$ cat src/rtl/mem_pkg.sv
// Shared encodings for the data-memory access unit: access sizes, load
// funct3 codes, byte-enable patterns and the access FSM state type.
package mem_pkg;

   typedef enum logic [1:0] {
      IDLE     = 2'd0,
      WAIT_ACK = 2'd1,
      DONE     = 2'd2
   } mau_state_e;

   // Access size as carried in store control [1:0] and load funct3 [1:0].
   localparam logic [1:0] SIZE_BYTE = 2'b00;
   localparam logic [1:0] SIZE_HALF = 2'b01;
   localparam logic [1:0] SIZE_WORD = 2'b10;

   localparam logic [2:0] F3_LB  = 3'b000;
   localparam logic [2:0] F3_LH  = 3'b001;
   localparam logic [2:0] F3_LW  = 3'b010;
   localparam logic [2:0] F3_LBU = 3'b100;
   localparam logic [2:0] F3_LHU = 3'b101;

   localparam logic [3:0] BE_NONE = 4'b0000;
   localparam logic [3:0] BE_BYTE = 4'b0001;
   localparam logic [3:0] BE_HALF = 4'b0011;
   localparam logic [3:0] BE_WORD = 4'b1111;

   // Lane mask for an access of the given size at the given byte offset.
   function automatic logic [3:0] byte_enable(input logic [1:0] size,
                                              input logic [1:0] offset);
      case (size)
         SIZE_BYTE: return BE_BYTE << offset;
         SIZE_HALF: return BE_HALF << offset;
         default:   return BE_WORD;
      endcase
   endfunction

   // Halves must sit on even addresses, words on multiples of four.
   function automatic logic is_misaligned(input logic [1:0] size,
                                          input logic [1:0] offset);
      case (size)
         SIZE_BYTE: return 1'b0;
         SIZE_HALF: return offset[0];
         default:   return |offset;
      endcase
   endfunction

endpackage

$ cat src/rtl/mem_load_align.sv
// Load alignment: moves the addressed byte/half of a memory word down to
// bit 0 and sign- or zero-extends it according to the load funct3.
module mem_load_align
   import mem_pkg::*;
(
   input  logic [31:0] rdata,
   input  logic [1:0]  offset,
   input  logic [2:0]  funct3,
   output logic [31:0] data
);

   logic [31:0] shifted;

   // Shift the addressed lane to the bottom, then extend to 32 bits.
   always_comb begin
      shifted = rdata >> {offset, 3'b000};
      case (funct3)
         F3_LB:   data = {{24{shifted[7]}}, shifted[7:0]};
         F3_LH:   data = {{16{shifted[15]}}, shifted[15:0]};
         F3_LBU:  data = {24'h0, shifted[7:0]};
         F3_LHU:  data = {16'h0, shifted[15:0]};
         default: data = shifted;
      endcase
   end

endmodule

$ cat src/rtl/mem_access_unit.sv
// Data-memory access unit for the MEM stage. Issues one load or store per
// op over a REQ/ACK bus, stalling upstream until the access completes;
// misaligned halves/words raise a one-cycle MISALIGNED fault instead.
// Optional macro LSU_FORWARD_EN: forward the write-back result into the
// integer store data when it targets the same (non-zero) register.
module mem_access_unit
   import mem_pkg::*;
(
   input  logic        CLK,
   input  logic        RESET,
   input  logic [31:0] MEM_ALU_OUT,
   input  logic [31:0] MEM_REG_DATA2,
   input  logic [31:0] MEM_FREG_DATA2,
   input  logic        MEM_DATA_MEM_WRITE_DATA_SELECT,
   input  logic [2:0]  MEM_DATA_MEM_WRITE,
   input  logic [3:0]  MEM_DATA_MEM_READ,
   input  logic [4:0]  MEM_REG_READ_ADDR2,
   input  logic [4:0]  WB_REG_WRITE_ADDR,
   input  logic        WB_REG_WRITE_EN,
   input  logic [31:0] WB_WRITE_DATA,
   output logic        DMEM_REQ,
   output logic        DMEM_WE,
   output logic [31:0] DMEM_ADDR,
   output logic [3:0]  DMEM_BE,
   output logic [31:0] DMEM_WDATA,
   input  logic [31:0] DMEM_RDATA,
   input  logic        DMEM_ACK,
   output logic [31:0] LOAD_DATA,
   output logic        MEM_STALL,
   output logic        MISALIGNED
);

   mau_state_e  state_q, state_d;
   logic [31:0] addr_q, addr_d;
   logic [3:0]  be_q, be_d;
   logic [31:0] wdata_q, wdata_d;
   logic        we_q, we_d;
   logic [2:0]  funct3_q, funct3_d;
   logic [1:0]  offset_q, offset_d;
   logic [31:0] load_data_q, load_data_d;

   logic        is_store, is_load, op_valid, op_misaligned, fwd_hit;
   logic [1:0]  op_size;
   logic [31:0] store_src, store_lanes, aligned_data;

   // A store wins when both enables are set.
   assign is_store      = MEM_DATA_MEM_WRITE[2];
   assign is_load       = MEM_DATA_MEM_READ[3];
   assign op_valid      = is_store | is_load;
   assign op_size       = is_store ? MEM_DATA_MEM_WRITE[1:0] : MEM_DATA_MEM_READ[1:0];
   assign op_misaligned = is_misaligned(op_size, MEM_ALU_OUT[1:0]);

`ifdef LSU_FORWARD_EN
   assign fwd_hit = !MEM_DATA_MEM_WRITE_DATA_SELECT && WB_REG_WRITE_EN &&
                    (WB_REG_WRITE_ADDR == MEM_REG_READ_ADDR2) &&
                    (WB_REG_WRITE_ADDR != 5'd0);
`else
   logic unused_wb;
   assign fwd_hit   = 1'b0;
   assign unused_wb = ^{WB_REG_WRITE_EN, WB_REG_WRITE_ADDR, MEM_REG_READ_ADDR2, WB_WRITE_DATA};
`endif

   // Select the store source and replicate it across every byte lane.
   // NOTE: every always_comb output gets a default first so no latch is inferred.
   always_comb begin
      store_src = MEM_DATA_MEM_WRITE_DATA_SELECT ? MEM_FREG_DATA2 : MEM_REG_DATA2;
      if (fwd_hit) store_src = WB_WRITE_DATA;
      case (op_size)
         SIZE_BYTE: store_lanes = {4{store_src[7:0]}};
         SIZE_HALF: store_lanes = {2{store_src[15:0]}};
         default:   store_lanes = store_src;
      endcase
   end

   mem_load_align u_load_align (
      .rdata  (DMEM_RDATA),
      .offset (offset_q),
      .funct3 (funct3_q),
      .data   (aligned_data)
   );

   // Next-state and stall/fault decode; bus fields are captured on launch.
   always_comb begin
      state_d     = state_q;
      addr_d      = addr_q;
      be_d        = be_q;
      wdata_d     = wdata_q;
      we_d        = we_q;
      funct3_d    = funct3_q;
      offset_d    = offset_q;
      load_data_d = load_data_q;
      MEM_STALL   = 1'b0;
      MISALIGNED  = 1'b0;
      case (state_q)
         IDLE: begin
            if (op_valid && !RESET) begin
               if (op_misaligned) begin
                  MISALIGNED = 1'b1;
               end else begin
                  MEM_STALL = 1'b1;
                  state_d   = WAIT_ACK;
                  addr_d    = {MEM_ALU_OUT[31:2], 2'b00};
                  be_d      = byte_enable(op_size, MEM_ALU_OUT[1:0]);
                  wdata_d   = store_lanes;
                  we_d      = is_store;
                  funct3_d  = MEM_DATA_MEM_READ[2:0];
                  offset_d  = MEM_ALU_OUT[1:0];
               end
            end
         end
         WAIT_ACK: begin
            MEM_STALL = 1'b1;
            if (DMEM_ACK) begin
               state_d = DONE;
               if (!we_q) load_data_d = aligned_data;
            end
         end
         DONE:    state_d = IDLE;
         default: state_d = IDLE;
      endcase
   end

   // State and bus registers with synchronous reset.
   // NOTE: sequential state uses non-blocking assignments only.
   always_ff @(posedge CLK) begin
      if (RESET) begin
         state_q     <= IDLE;
         addr_q      <= 32'h0;
         be_q        <= BE_NONE;
         wdata_q     <= 32'h0;
         we_q        <= 1'b0;
         funct3_q    <= 3'b000;
         offset_q    <= 2'b00;
         load_data_q <= 32'h0;
      end else begin
         state_q     <= state_d;
         addr_q      <= addr_d;
         be_q        <= be_d;
         wdata_q     <= wdata_d;
         we_q        <= we_d;
         funct3_q    <= funct3_d;
         offset_q    <= offset_d;
         load_data_q <= load_data_d;
      end
   end

   assign DMEM_REQ   = (state_q == WAIT_ACK);
   assign DMEM_WE    = we_q & DMEM_REQ;
   assign DMEM_ADDR  = addr_q;
   assign DMEM_BE    = be_q;
   assign DMEM_WDATA = wdata_q;
   assign LOAD_DATA  = load_data_q;

endmodule

$ cat config.mk
export PLATFORM = sky130hd
export DESIGN_NAME = mem_access_unit
export DESIGN_NICKNAME = d
export VERILOG_FILES = /design/src/rtl/mem_pkg.sv /design/src/rtl/mem_load_align.sv /design/src/rtl/mem_access_unit.sv
export SDC_FILE = /design/constraint.sdc
export NUM_CORES = 1
export LEC_CHECK = 0
export BUFFER_PORTS_ARGS = -buffer_cell sky130_fd_sc_hd__clkbuf_2
export CORE_MARGIN = 10
export CORE_UTILIZATION = 49
export DETAILED_ROUTE_END_ITERATION = 10
export GPL_TIMING_DRIVEN = 0
export PLACE_DENSITY_LB_ADDON = 0.1
export SLEW_MARGIN = 40
export SYNTH_ARGS = -nofsm -noshare
export SYNTH_HDL_FRONTEND = slang
export SYNTH_SLANG_ARGS = --single-unit
$ cat constraint.sdc
create_clock -name CLK -period 4.4 [get_ports CLK]
set_input_delay 0 -clock CLK [delete_from_list [all_inputs] [get_ports CLK]]
set_output_delay 0 -clock CLK [all_outputs]
set_load 0.02 [all_outputs]
==> results.yml <==
critical_path:
  crit_type: "in2out"
  r2r_slack_ns: 1.84
  end_kind: "output pin"
  reg2reg_from: "offset_q[0]"
  reg2reg_to: "LOAD_DATA[24]"
  critPathMaxFanout: 10
  worstPathArrival_ns: 2.67
  reg2reg_depth: 6
  cp-start-kind: "input pin"
  cp_data_required_time_ns: 4.40
floorplan:
  start_util: 0.497
  die_x_um: 124
  coreArea_sq_um: 10700
  die_h_um: 124
  dieArea_sq_um: 15500
  row_count: 38
  io_pins: 286
timing:
  final_max_slew_viol_count: 0
  rsz0062_at_grt: "false"
  final-hold-violation-count: 0
  final.setup_skew_ns: 0.0101
  fmax_mhz: 374
  timing.slew.headroom: 0.457
  setup_tns_ns: 0
  fin_crit_ns: 2.67
  worst_pin_slew_ns: 0.813
  period_share: 0.607
  finalSetupViolCount: 0
  postLayoutSetupSlackWorst_ns: 1.73
cts:
  cts.path.max_buffers: 2
  clockRootBuffer: "clkbuf_8"
  cts_tree: "built"
  clock-sinks: 106
  cts_setup_buffers: 0
  clkTransAtPathRegs_ns: 0.10
  clk_latency_ns: 0.38
  cts_buffers: 9
  ctsHtreeMaxLevel: 3
detailed_routing:
  drt-vias-per-instance: 5.54
  drc: 0
  wl_um: 19500
  initialDrtViolationCount: 395
  firstDrtPassIters: 6
  postRouteAntennaNets: 0
  via_count: 5580
  drt-wirelength-per-cell_um: 19.3
pwr:
  power.internal_uw: 1600
  p_sw_frac: 0.336
  p_leak_uw: 0.00338
  ir_drop_uv: 213
  power.density_nw_per_um2: 331
  p_comb_frac: 0.288
  seq_power_share: 0.455
  p_sw_uw: 812
  power.share.clock: 0.257
logic_synthesis:
  avgSynthCellArea_sq_um: 9.33
  synth.distinct_cells: 49
  syn_area_sq_um: 5340
  ys_ff_latch: 106
  synth_top_flop_cell: "dfxtp_1"
  async_flop_share: 0
  syn_inst: 573
  synth_edf_count: 0
  seq_area_frac_synth: 0.397
  yosysWarnings: 0
worst_hold_path:
  worstHoldEndpoint: "LOAD_DATA[29]"
  min_path_type: "in2reg"
  worst_hold_startpoint: "DMEM_RDATA[29]"
  hold_depth: 3
cells_and_area:
  layout-drive-gt1-share: 0.355
  mostFrequentLayoutCells: "238 x clkbuf_2, 106 x dfxtp_1, 70 x a21oi_1, 44 x mux2i_1, 39 x nor2b_1"
  area_delta_synth_final_pct: 36.6
  layout.nets: 1043
  final_common_cell: "clkbuf_2"
  fillers: 901
grt:
  grt_pass1_wl_um: 30400
  gr-usage-all-layers: 0.236
  antenna_found_initial: 1
  top_usage_layer: "met2"
  use_met2: 0.415
  grt_max_degree: 19
  grt_util_met3: 0.0557
  grt_pass1_vias: 5762
  grt_use_met1: 0.278
  grt.overflow.total: 0
placed_design:
  place.gp.congestion: 0.925
  portBuffers: 238
  hpwl_um: 14900
  place_ws_ns: 1.89
flow_run:
  maxCapViolations: 0
outcome:
  status: "finished clean"
-- metrics by stage --
stage               instances  hold WS, ns  cell area, sq um  power, uW   util
CTS                      1006      0.00519              7300       2410  0.679
detailed placement        952        0.212              6710       1780  0.625
global route             1007       0.0177              7300       2520  0.679
global placement          952        0.206              6710       1760  0.625
finish                   1007     0.000886              7300       2410  0.679
floorplan                 574        0.102              5350       1530      -
-- repair_timing --
action / 4_1_cts / 5_1_grt
resized for setup: 0 / 0
hold buffers: 38 / 0
endpoints found under the hold margin: 39 / 0
-- layout make-up --
class,count,area [sq um],area share
Clock buffer,9,124,0.0170
Timing Repair Buffer,276,1570,0.215
Inverter,5,18.8,0.00257
Multi-Input combinational cell,410,2970,0.406
Antenna cell,1,2.50,0.000343
Buffer,53,240,0.0329
Tap cell,140,175,0.0240
Clock inverter,7,77.6,0.0106
Sequential cell,106,2120,0.291
-- power groups by stage --
stage | clock network (uW) | logic, uW | registers [uW]
6_report | 619 | 695 | 1100
5_1_grt | 660 | 752 | 1110
4_1_cts | 621 | 692 | 1100
3_5_place_dp | 0 | 661 | 1120
3_3_place_gp | 0 | 647 | 1110
2_1_floorplan | 0 | 322 | 1210
-- registers in the layout (all words and copies together), names as in the netlist --
register / flops
DMEM_ADDR: 30
DMEM_BE: 4
DMEM_WDATA: 32
LOAD_DATA: 32
funct3_q: 3
offset_q: 2
state_q: 2
we_q: 1
-- how the worst max path moves through the flow --
stage | from | to | slack [ns] | cells after the start
2_1_floorplan | offset_q[0] | LOAD_DATA[21] | 2.27 | 6
3_3_place_gp | offset_q[0] | LOAD_DATA[29] | 1.94 | 6
3_5_place_dp | offset_q[0] | LOAD_DATA[29] | 1.89 | 6
4_1_cts | MEM_DATA_MEM_WRITE[2] | MEM_STALL | 1.78 | 9
5_1_grt | MEM_DATA_MEM_WRITE[2] | MEM_STALL | 1.53 | 9
6_report | MEM_DATA_MEM_WRITE[2] | MEM_STALL | 1.73 | 9
-- layer usage --
metal,vias to the layer above,share of wire
li1,2671,-
met1,2643,0.42
met2,238,0.50
met3,28,0.065
met4,0,0.019
met5,-,0
-- cells in the mapped netlist, drive strengths merged (2+ instances only) --
cell type	count	share of area
dfxtp	106	0.40
a21oi	70	0.066
mux2	61	0.13
mux2i	44	0.082
nor2b	39	0.046
clkbuf	37	0.026
nor2	31	0.022
nand2	26	0.018
a211oi	21	0.030
nand3	17	0.016
buf	16	0.019
nor3	15	0.014
o31ai	11	0.015
and3	9	0.011
a221oi	8	0.013
o21ai	8	0.0075
o221ai	8	0.013
o211ai	7	0.0098
o2bb2ai	7	0.011
inv	4	0.0028
or2	3	0.0035
a21o	2	0.0028
mux4	2	0.0084
nor3b	2	0.0028
or3b	2	0.0033
-- logic make-up after synthesis --
family | count (synthesis) | synth area share
AOI/OAI and AO/OA | 151 | 0.188
other | 1 | 0.000702
DFF | 106 | 0.397
muxes | 107 | 0.221
buffers and inverters | 58 | 0.0485
and+or+nand+nor | 150 | 0.144
-- critical path, stage by stage --
cell	delay (ns)
dlygate4sd3_1	0.53
buf_2	0.20
or3b_1	0.36
clkbuf_1	0.25
a2111oi_4	0.53
clkbuf_1	0.41
nor3_1	0.10
nor2_1	0.10
clkbuf_2	0.19
No activity file was read; power rests on OpenSTA's default activity.
